===== src/rtl/mem_port_arbiter_pkg.sv =====
// Shared types and sizing for the memory-port arbiter and the bus mux it steers.
package mem_port_arbiter_pkg;

    typedef enum logic {ARB_IDLE, ARB_OWN} arb_state_t;

    localparam int ARB_N_REQ = 4;
    localparam int ARB_SEL_W = 2;

    function automatic logic [ARB_N_REQ-1:0] sel_to_onehot(input logic [ARB_SEL_W-1:0] s);
        return ARB_N_REQ'(1) << s;
    endfunction

endpackage


===== src/rtl/mem_port_arbiter_if.sv =====
// Request/grant bundle between the requesters and the memory-port arbiter.
interface mem_port_arbiter_if;
    import mem_port_arbiter_pkg::*;

    logic [ARB_N_REQ-1:0] req;
    logic                 done;
    logic [ARB_SEL_W-1:0] sel;
    logic [ARB_N_REQ-1:0] grant;
    logic                 start;
    logic                 busy;
    logic                 timeout;

    modport master (output req, output done,
                    input sel, input grant, input start, input busy, input timeout);

    modport slave  (input req, input done,
                    output sel, output grant, output start, output busy, output timeout);

endinterface


===== src/rtl/mem_port_arbiter_rr_pick4.sv =====
// Round-robin winner selection: rotate so ptr lands on bit 0, pick lowest set bit, un-rotate.
module rr_pick4
    import mem_port_arbiter_pkg::*;
(
    input  logic [ARB_N_REQ-1:0] req,
    input  logic [ARB_SEL_W-1:0] ptr,
    output logic                 valid,
    output logic [ARB_SEL_W-1:0] idx
);

    logic [ARB_N_REQ-1:0] rot;
    logic [ARB_SEL_W-1:0] pos;

    assign rot   = ARB_N_REQ'({req, req} >> ptr);
    assign valid = |rot;

    always_comb begin
        pos = '0;
        for (int i = ARB_N_REQ - 1; i >= 0; i--) begin
            if (rot[i]) pos = ARB_SEL_W'(i);
        end
    end

    assign idx = pos + ptr;

endmodule


===== src/rtl/mem_port_arbiter.sv =====
// Round-robin owner of a shared memory port: holds one requester's grant until done or timeout.
module mem_port_arbiter
    import mem_port_arbiter_pkg::*;
#(
    parameter int TIMEOUT = 16,
    parameter int CNT_W   = 5
)(
    input  logic                clk,
    input  logic                reset_n,
    mem_port_arbiter_if.slave   bus
);

    localparam logic [CNT_W-1:0] TO_LAST = CNT_W'((TIMEOUT == 0) ? 0 : TIMEOUT - 1);

    arb_state_t           state_q, state_d;
    logic [ARB_SEL_W-1:0] ptr_q, ptr_d;
    logic [ARB_SEL_W-1:0] sel_q, sel_d;
    logic [ARB_N_REQ-1:0] grant_q, grant_d;
    logic                 start_q, start_d;
    logic                 busy_q, busy_d;
    logic [CNT_W-1:0]     cnt_q, cnt_d;
    logic                 timeout_c;
    logic                 pick_valid;
    logic [ARB_SEL_W-1:0] pick_idx;
    logic                 to_hit;

    rr_pick4 u_pick (
        .req   (bus.req),
        .ptr   (ptr_q),
        .valid (pick_valid),
        .idx   (pick_idx)
    );

    assign to_hit = (TIMEOUT != 0) && (cnt_q == TO_LAST);

    // timeout is decoded from registered state but must yield to a same-cycle done
    always_comb begin
        state_d   = state_q;
        ptr_d     = ptr_q;
        sel_d     = sel_q;
        grant_d   = grant_q;
        start_d   = 1'b0;
        busy_d    = busy_q;
        cnt_d     = cnt_q;
        timeout_c = 1'b0;
        case (state_q)
            ARB_IDLE: begin
                if (pick_valid) begin
                    state_d = ARB_OWN;
                    sel_d   = pick_idx;
                    grant_d = sel_to_onehot(pick_idx);
                    start_d = 1'b1;
                    busy_d  = 1'b1;
                    cnt_d   = '0;
                end
            end
            ARB_OWN: begin
                cnt_d = cnt_q + CNT_W'(1);
                if (bus.done || to_hit) begin
                    timeout_c = !bus.done;
                    state_d   = ARB_IDLE;
                    grant_d   = '0;
                    busy_d    = 1'b0;
                    ptr_d     = sel_q + ARB_SEL_W'(1);
                end
            end
            default: state_d = ARB_IDLE;
        endcase
    end

    always_ff @(posedge clk or negedge reset_n) begin
        if (!reset_n) begin
            state_q <= ARB_IDLE;
            ptr_q   <= '0;
            sel_q   <= '0;
            grant_q <= '0;
            start_q <= 1'b0;
            busy_q  <= 1'b0;
            cnt_q   <= '0;
        end else begin
            state_q <= state_d;
            ptr_q   <= ptr_d;
            sel_q   <= sel_d;
            grant_q <= grant_d;
            start_q <= start_d;
            busy_q  <= busy_d;
            cnt_q   <= cnt_d;
        end
    end

    assign bus.sel     = sel_q;
    assign bus.grant   = grant_q;
    assign bus.start   = start_q;
    assign bus.busy    = busy_q;
    assign bus.timeout = timeout_c;

    a_grant_onehot: assert property (@(posedge clk) disable iff (!reset_n) $onehot0(grant_q));
    a_busy_grant:   assert property (@(posedge clk) disable iff (!reset_n) busy_q == |grant_q);
    a_grant_sel:    assert property (@(posedge clk) disable iff (!reset_n) (grant_q != '0) |-> grant_q[sel_q]);

endmodule


===== src/flat_wrapper.sv =====
// flat-port wrapper written by rule: the top's interface ports become plain ports
module mem_port_arbiter_flat import mem_port_arbiter_pkg::*;
#(
    parameter int TIMEOUT = 16,
    parameter int CNT_W   = 5
)
  (clk, reset_n, bus_req, bus_done, bus_sel, bus_grant, bus_start, bus_busy, bus_timeout);
  mem_port_arbiter_if bus_i ();
  input  logic clk;
  input  logic reset_n;
  input wire logic [$bits(bus_i.req)-1:0] bus_req;
  input wire logic [$bits(bus_i.done)-1:0] bus_done;
  output wire logic [$bits(bus_i.sel)-1:0] bus_sel;
  output wire logic [$bits(bus_i.grant)-1:0] bus_grant;
  output wire logic [$bits(bus_i.start)-1:0] bus_start;
  output wire logic [$bits(bus_i.busy)-1:0] bus_busy;
  output wire logic [$bits(bus_i.timeout)-1:0] bus_timeout;
  assign bus_i.req = bus_req;
  assign bus_i.done = bus_done;
  assign bus_sel = bus_i.sel;
  assign bus_grant = bus_i.grant;
  assign bus_start = bus_i.start;
  assign bus_busy = bus_i.busy;
  assign bus_timeout = bus_i.timeout;
  mem_port_arbiter #(.TIMEOUT(TIMEOUT), .CNT_W(CNT_W)) u_core (.clk(clk), .reset_n(reset_n), .bus(bus_i));
endmodule

===== config.mk =====
export PLATFORM = sky130hd
export DESIGN_NAME = mem_port_arbiter_flat
export DESIGN_NICKNAME = d
export VERILOG_FILES = /design/src/rtl/mem_port_arbiter_pkg.sv /design/src/rtl/mem_port_arbiter_if.sv /design/src/rtl/mem_port_arbiter_rr_pick4.sv /design/src/rtl/mem_port_arbiter.sv /design/src/flat_wrapper.sv
export SDC_FILE = /design/constraint.sdc
export NUM_CORES = 1
export LEC_CHECK = 0
export BUFFER_PORTS_ARGS = -buffer_cell sky130_fd_sc_hd__buf_2
export CAP_MARGIN = 15
export CORE_ASPECT_RATIO = 0.8
export CORE_MARGIN = 2
export CORE_UTILIZATION = 40
export DETAILED_ROUTE_END_ITERATION = 12
export PLACE_DENSITY = 0.62
export SLEW_MARGIN = 20
export SYNTH_ARGS = -nofsm -noshare
export SYNTH_HDL_FRONTEND = slang
export SYNTH_SLANG_ARGS = --single-unit

===== constraint.sdc =====
create_clock -name clk -period 1.73 [get_ports clk]
set_input_delay 0.346 -clock clk [delete_from_list [all_inputs] [get_ports clk]]
set_output_delay 0.346 -clock clk [all_outputs]
set_load 0.05 [all_outputs]

; ---- Yosys cells after proc, flatten, opt, wreduce, memory -nomap -nowiden
; Cells that the tools add are included.
[op_classes]
add_sub_neg = 3
n_eq_ne = 3
n_shift = 2
mux = 18
bitwise = 1
n_reduce_logical = 6
[op_table]
columns = op, count
row1 = $pmux W5 S2, 1
row2 = $mux W2, 4
row3 = $mux W4, 2
row4 = $pmux W4 S2, 1
row5 = $shr A8 B2 Y4, 1
row6 = $mux W1, 7
row7 = $reduce_and A2 Y1, 3
row8 = $add A5 B1 Y5 const B, 1
row9 = $eq A5 B4 Y1 const B, 1
row10 = $mux W5, 1
row11 = $pmux W1 S2, 2
row12 = $reduce_or A4 Y1, 1
row13 = $shl A1 B2 Y4 const A, 1
row14 = $add A2 B1 Y2 const B, 1
row15 = $add A2 B2 Y2, 1
row16 = $ne A2 B1 Y1 const B, 1
row17 = $ne A2 B2 Y1 const B, 1
row18 = $logic_not A1 Y1, 1
row19 = $logic_or A1 B1 Y1, 1
row20 = $not A1 Y1, 1
[word_totals]
ff_bits = 16
in_bits = 7
out_inout_bits = 9

; ---- Longest topological paths before layout
; Gate-level depths: netlist (run 1).
[logic_depth]
word_depth = 9
ltp_mapped = 9

; ---- Cells and area by module
; Synthesis (run 1) repeated with hierarchy kept, for this count alone.
[unflattened]
hier_cells = 88
hier_area_um2 = 899.6
[modules_own_cells]
columns = module, instances, cells_per_inst, area_per_inst_um2
row1 = mem_port_arbiter, 1, 65, 719.4
row2 = rr_pick4, 1, 23, 180.2

; ---- Worst setup path before layout (run 1)
; No wires, ideal clock.
[synth_path]
kind = register to output
from = register u_core.cnt_q[0]
to = output port bus_timeout
arrival_ns = 1.534
slack_ns = -0.150
path_stages_with_launch = 6
n_path_buf = 0
cell_sequence = dfrtp_1 ha_1 and3_1 ha_1 nand2_1 nor2_1
[synth_via]
elab_chain_cells = 4
[synth_lines]
columns = element, line
row1 = from (decl), mem_port_arbiter.sv:21  ; logic [CNT_W-1:0] cnt_q, cnt_d;
row2 = from (signal assigned), mem_port_arbiter.sv:87  ; cnt_q <= cnt_d;
row3 = $eq A5 B4 Y1, mem_port_arbiter.sv:34  ; assign to_hit = (TIMEOUT != 0) && (cnt_q == TO_LAST);
row4 = $logic_or A1 B1 Y1, mem_port_arbiter.sv:59  ; if (bus.done || to_hit) begin
row5 = $mux W1, mem_port_arbiter.sv:59
row6 = $mux W1, mem_port_arbiter.sv:46  ; case (state_q)
row7 = to (decl), flat_wrapper.sv:17  ; output wire logic [$bits(bus_i.timeout)-1:0] bus_timeout;
; Every way passes these cells.

; ---- Final worst setup path (run 1)
; Ends and elaborated chain as after synthesis.

==> results of run 1 <==
[routing by layer]
metal	wire length [um]	part of all wire, %	vias to the layer above
li1	-	-	366
met1	896	45	365
met2	1000	50	15
met3	74	3.7	2
met4	19	0.95	0
met5	0	0	-
[path summary, 6_finish.rpt]
kind | endpoint | slack, ns | cells after the start
setup / recovery | bus_timeout | -0.11 | 6
hold / removal | u_core.bus.busy$_DFFE_PN0P_ | 0.48 | 2
setup reg to reg | u_core.bus.grant[0]$_DFFE_PN0P_ | 0.02 | 8
hold reg to reg | u_core.bus.busy$_DFFE_PN0P_ | 0.48 | 2
max in group asynchronous | u_core.ptr_q[1]$_DFFE_PN0P_ | 0.96 | 2
min in group asynchronous | u_core.bus.grant[3]$_DFFE_PN0P_ | 0.49 | 2
[repair_timing]
| action | CTS | global route |
|---|---|---|
| hold buffers | 1 | 0 |
| gates resized for setup | 7 | 3 |
| setup buffers | 4 | 1 |
| pin swaps | 5 | 4 |
| setup endpoints to repair | 5 | 6 |
| hold endpoints to repair | 16 | 0 |
[layout by cell type, fill, tap and decap left out, types with 3 or more instances in the layout]
cell type,netlist,routed
sky130_fd_sc_hd__ha_2,0,3
sky130_fd_sc_hd__nor2_1,4,3
sky130_fd_sc_hd__nand3_1,3,3
sky130_fd_sc_hd__clkbuf_4,0,3
sky130_fd_sc_hd__buf_2,1,14
sky130_fd_sc_hd__nor2b_1,3,3
sky130_fd_sc_hd__buf_4,0,16
sky130_fd_sc_hd__dfrtp_1,16,15
sky130_fd_sc_hd__o21ai_1,8,8
sky130_fd_sc_hd__nand2_1,15,14
[flip-flops by register name, indices dropped and copies added, names as in the netlist]
signal            cells
u_core.bus.busy       1
u_core.bus.grant      4
u_core.bus.sel        2
u_core.bus.start      1
u_core.cnt_q          5
u_core.ptr_q          2
u_core.state_q        1
[critical path: stages (launching register included)]
cell	delay [ns]
sky130_fd_sc_hd__dfrtp_1	0.37
sky130_fd_sc_hd__ha_2	0.18
sky130_fd_sc_hd__and3_1	0.16
sky130_fd_sc_hd__ha_2	0.17
sky130_fd_sc_hd__nand2_1	0.06
sky130_fd_sc_hd__nor2_2	0.10
sky130_fd_sc_hd__buf_6	0.16
[cell type report]
cell class	instances	area, um^2	share of cell area (%)
Multi-Input combinational cell	63	460	39.8
Clock buffer	4	36.3	3.14
Tap cell	25	31.3	2.71
Inverter	4	15.0	1.30
Sequential cell	16	402	34.7
Timing Repair Buffer	32	211	18.3
[cells by family after synthesis]
family / count (synthesis) / share of synthesized area, %
buffers and inverters: 7 / 4.87
and+or+nand+nor: 33 / 19.6
adders and majority gates: 3 / 4.30
AOI/OAI and AO/OA: 22 / 18.8
DFF: 16 / 45.8
muxes: 1 / 1.72
xor gates and xnor gates: 4 / 4.87
[metrics by stage]
stage               util, %  setup WS (ns)  total power, uW  setup TNS, ns
finish                 55.0         -0.105             1740         -0.105
global placement       49.3         -0.116             1380         -0.396
CTS                    54.2         -0.106             1720         -0.119
detailed placement     49.3         -0.182             1400         -0.726
floorplan                 -         0.0149             1200              0
global route           55.0         -0.200             1840         -0.548
[report_power, final]
part | total, uW | switching (uW) | internal (uW) | leakage (uW)
clock network | 255 | 127 | 128 | 0.0000210
registers | 605 | 114 | 491 | 0.000202
logic | 877 | 527 | 349 | 0.000338
total | 1740 | 768 | 968 | 0.000561
==> impl_metrics.yaml, run 1 <==
clock_network:
  root_buffer_cell: "sky130_fd_sc_hd__clkbuf_4"
  htree_levels: 1
  cts_made_buffers: 3
  tritoncts_num_sinks: 16
  clk_pin_slew_worst_paths_ns: 0.09
  clk_path_buf_depth: 2
  clock_tree_from_tritoncts: "built"
  insertion_delay_ns: 0.29
sta:
  max_slew_margin_pct: 75.7
  fmaxAchievable_mhz: 545
  report.final.setup_viol: 1
  rsz0062_at_grt: "yes"
  final_hold_viol_count: 0
  period_share_pct: 106
  setup_slack_ns: -0.105
  maxSlewViolCount: 0
  finalHoldWorstSlack_ns: 0.476
  final.setup_skew_ns: 0.00852
  worst_slew_pin_slew_ns: 0.365
  fin_crit_ns: 1.84
layout:
  layout-drive-gt1-share_pct: 43.7
  fillCellCount: 200
  layout.cells.non_filler: 144
  antenna_diode_count: 0
  final_area_mm2: 0.00116
  area_growth_pct: 32.4
  finish.net_count: 130
routing:
  detail_route.drc_violations: 0
  wire_per_inst_um: 13.8
  routed_wl_um: 1990
  via_cell_ratio: 5.19
  via_count: 748
  detail_route.iter0.violations: 13
  route.antenna.remaining_nets: 0
  detailedRoute.firstPassIterationCount: 4
global_routing:
  busiest_layer: "met2"
  grt_antenna_before_repair: 0
  grt_pass1_wl_um: 3170
  gr-total-overflow: 0
  pin_count_of_the_biggest_net_entering_global_routing: 17
  grt_use_met3_pct: 5.40
  globalRouteTotalUtil_pct: 16.5
  grtUsageMet1_pct: 19.1
  grt.met2_usage_pct: 30.8
  grt_pass1_vias: 731
status:
  run_status: "finished, violations left"
  failed_checks: "setup timing"
synthesis:
  synth_cell_type_count: 33
  synthDominantAreaCellType: "sky130_fd_sc_hd__dfrtp_1"
  synth_area_per_cell_um2: 10.2
  synth_warnings: 0
  post_synth_main_area_contributors: "sky130_fd_sc_hd__dfrtp_1, sky130_fd_sc_hd__nand2_1, sky130_fd_sc_hd__o21ai_1"
  ys_ff_latch: 16
  synth_most_common_cell: "sky130_fd_sc_hd__dfrtp_1"
  synth-async-reset-ratio_pct: 100
  synth.top_cell.area_share_pct: 45.8
  mappedNetlistNets: 96
  synth_seq_area_share_pct: 45.8
  yosys_most_used_dff: "sky130_fd_sc_hd__dfrtp_1"
  synth_edf_count: 0
  synthesis.area_um2: 873
  netlist_instances: 86
  yosys-top-cells-count: "sky130_fd_sc_hd__dfrtp_1, sky130_fd_sc_hd__nand2_1, sky130_fd_sc_hd__o21ai_1"
setup_path:
  worstPathRequired_ns: 1.38
  startpoint_class: "flip-flop"
  cp-end-kind: "output port"
  critPathMaxFanout: 2
  reg2reg_from: "u_core.ptr_q[1]$_DFFE_PN0P_"
  critical_path.startpoint: "u_core.cnt_q[0]$_DFFE_PN0P_"
  worst_ep_arrival_time_ns: 1.49
  path_class: "reg2out"
die:
  chipWidth_um: 56.2
  die_y_um: 45.8
  num_io_pins: 16
  floorplan.core_area_mm2: 0.00210
  initial_utilization_pct: 41.5
  row_count: 15
  die-area_mm2: 0.00258
pwr:
  cellPowerDensity_mw_per_mm2: 1500
  power.ir.vdd_worst_uv: 896
  p_leak_uw: 0.000561
hold_path:
  worst_hold_startpoint: "u_core.bus.busy$_DFFE_PN0P_"
  timing.hold.worst.class: "reg2reg"
placement:
  buffer_ports.inserted: 15
  placement.cell_area_mm2: 0.00104
  placed_cell_count: 134
  gp_congestion: 0.666
  hpwlAfterDp_um: 1460
job:
  max-cap-violations: 0
Power figures use the tool's default switching activity.
==> run 2: changes to the inputs <==
--- a/config.mk
+++ b/config.mk
@@ -7,7 +7,6 @@
 export LEC_CHECK = 0
 export BUFFER_PORTS_ARGS = -buffer_cell sky130_fd_sc_hd__buf_2
 export CAP_MARGIN = 15
-export CORE_ASPECT_RATIO = 0.8
 export CORE_MARGIN = 2
 export CORE_UTILIZATION = 40
 export DETAILED_ROUTE_END_ITERATION = 12
==> run 2 against run 1 <==
  * The flow still finishes with violations (setup timing)
  * Non-clock buffer count decreased by 1
  * Critical path depth unchanged
  * Setup slack worse by 0.0022 ns
  * Global-route usage decreased by 0.95 points
  * Critical path type unchanged
  * Largest power group unchanged
==> impl_metrics.yaml, run 2 (synthesized netlist as in run 1, its figures left out) <==
routing:
  detailedRoute.firstPassIterationCount: 3
  routed_wl_um: 1790
  route.antenna.remaining_nets: 0
  detail_route.drc_violations: 0
  via_cell_ratio: 5.13
  wire_per_inst_um: 12.4
  via_count: 739
  detail_route.iter0.violations: 8
layout:
  layout.cells.most_common_list: "sky130_fd_sc_hd__dfrtp_1, sky130_fd_sc_hd__buf_2, sky130_fd_sc_hd__buf_4, sky130_fd_sc_hd__nand2_1, sky130_fd_sc_hd__o21ai_1"
  finish.net_count: 129
  max_reg_flops: 5
  largest-register: "u_core.cnt_q"
  area_growth_pct: 34.7
  antenna_diode_count: 0
  layout-drive-gt1-share_pct: 43.6
  mostFrequentLayoutCell: "sky130_fd_sc_hd__dfrtp_1"
setup_path:
  timing.reg2reg.worst_path_depth: 8
  critPathMaxFanout: 3
  startpoint_class: "flip-flop"
  crit_path_max_incr_delay_ns: 0.39
  worst_path_max_delay_cell: "sky130_fd_sc_hd__dfrtp_1"
  worstPathCellList: "ha_2 -> and3_4 -> ha_4 -> nand2_4 -> nor2_4 -> buf_6"
  path_class: "reg2out"
  cp-end-kind: "output port"
  r2r_setup_slack_ns: 0.01
  worst_ep_arrival_time_ns: 1.49
  regToRegEndpoint: "u_core.bus.grant[1]$_DFFE_PN0P_"
  worstPathRequired_ns: 1.38
  reg2reg_from: "u_core.ptr_q[1]$_DFFE_PN0P_"
hold_path:
  worst_hold_path_ep: "u_core.bus.busy$_DFFE_PN0P_"
  holdPathStages: 2
  worst_hold_startpoint: "u_core.bus.busy$_DFFE_PN0P_"
  timing.hold.worst.class: "reg2reg"
sta:
  max_slew_margin_pct: 76.0
  report.final.setup_viol: 1
  worst_slew_pin_slew_ns: 0.361
  rsz0062_at_grt: "yes"
  fin_crit_ns: 1.84
  fmaxAchievable_mhz: 544
  finalHoldWorstSlack_ns: 0.495
  final.setup_skew_ns: 0.000552
  maxSlewViolCount: 0
  final_hold_viol_count: 0
  period_share_pct: 106
  setup_slack_ns: -0.108
  tns_ns: -0.108
clock_network:
  clk_pin_slew_worst_paths_ns: 0.09
  tritoncts_num_sinks: 16
  root_buffer_cell: "sky130_fd_sc_hd__clkbuf_4"
  clock_tree_from_tritoncts: "built"
  clk_path_buf_depth: 2
  cts_made_buffers: 3
  insertion_delay_ns: 0.27
  htree_levels: 1
global_routing:
  grtUsageMet1_pct: 21.6
  grt_pass1_wl_um: 3050
  grt.met2_usage_pct: 25.0
  pin_count_of_the_biggest_net_entering_global_routing: 17
  grt_antenna_before_repair: 0
  busiest_layer: "met2"
  grt_pass1_vias: 710
  globalRouteTotalUtil_pct: 15.5
  grt_use_met3_pct: 1.79
  gr-total-overflow: 0
pwr:
  p_leak_uw: 0.000563
  cellPowerDensity_mw_per_mm2: 1390
  power.ir.vdd_worst_uv: 1040
die:
  die_y_um: 50.7
  floorplan.core_area_mm2: 0.00200
  num_io_pins: 16
  initial_utilization_pct: 43.6
  chipWidth_um: 50.7
  die-area_mm2: 0.00257
  row_count: 16
status:
  run_status: "finished, violations left"
  failed_checks: "setup timing"
placement:
  buffer_ports.inserted: 15
  gp_congestion: 0.742
  hpwlAfterDp_um: 1250
job:
  max-cap-violations: 0
run 2: changes by cell type in the layout (fill, tap and decap cells not counted):
cell / delta
sky130_fd_sc_hd__dfrtp_1: +1
sky130_fd_sc_hd__and3_4: +1
sky130_fd_sc_hd__buf_12: +1
sky130_fd_sc_hd__nand2_1: -1
sky130_fd_sc_hd__ha_4: +1
sky130_fd_sc_hd__dfrtp_2: -1
sky130_fd_sc_hd__nand2_4: +1
sky130_fd_sc_hd__clkbuf_8: -1
sky130_fd_sc_hd__buf_4: -2
sky130_fd_sc_hd__nor2_4: +1
sky130_fd_sc_hd__nor2_2: -1
sky130_fd_sc_hd__ha_2: -1
sky130_fd_sc_hd__and3_1: -1
run 2: report_power, final:
part           internal, uW  switching (uW)  total (uW)
combinational           332             519         851
clock                  80.5             104         185
sequential              489             107         596
total                   902             730        1630
run 2: how the worst max path moves through the flow:
stage	from	to	depth (start not counted)
2_1_floorplan	bus_req[2]	u_core.bus.grant[1]$_DFFE_PN0P_	9
3_3_place_gp	bus_req[3]	u_core.bus.grant[1]$_DFFE_PN0P_	9
3_5_place_dp	bus_req[3]	u_core.bus.grant[1]$_DFFE_PN0P_	9
4_1_cts	u_core.cnt_q[1]$_DFFE_PN0P_	bus_timeout	6
5_1_grt	u_core.cnt_q[1]$_DFFE_PN0P_	bus_timeout	6
6_report	u_core.cnt_q[1]$_DFFE_PN0P_	bus_timeout	6
run 2: metrics by stage:
step | setup slack [ns] | std cells | power [uW] | instance area (um^2) | util, %
after floorplan | 0.0149 | 86 | 1200 | 876 | -
after global placement | -0.132 | 136 | 1380 | 1050 | 52.6
after detailed placement | -0.158 | 136 | 1390 | 1050 | 52.6
after CTS | -0.126 | 144 | 1640 | 1160 | 58.1
after global routing | -0.165 | 144 | 1740 | 1180 | 58.8
final | -0.108 | 144 | 1630 | 1180 | 58.8
run 2: worst max-delay path, delay by kind of cell, from the launching register on:
family	cells	cell delay, ns
simple gates	3	0.33
fa+ha+maj	2	0.33
buf+inv	1	0.16
flops	1	0.39
run 2: cell type report:
cell class | count | area (um^2)
well taps | 27 | 33.8
inverters | 4 | 15.0
multi-input cells | 63 | 488
flip-flops and latches | 16 | 400
repair buffers | 31 | 216
clock buffers | 3 | 22.5
fillers | 176 | 826
run 2: per-layer routing:
| layer | wire length [um] | part of all wire, % |
|---|---|---|
| met1 | 899 | 50 |
| met2 | 835 | 47 |
| met3 | 41 | 2.3 |
| met4 | 13 | 0.73 |
| met5 | 0 | 0 |
run 2: what timing repair did:
action | in CTS | in global routing
pin swaps | 7 | 4
setup endpoints to repair | 5 | 6
resized for setup | 11 | 3
buffers inserted | 4 | 0
endpoints found under the hold margin | 16 | 0
hold buffers | 1 | 0
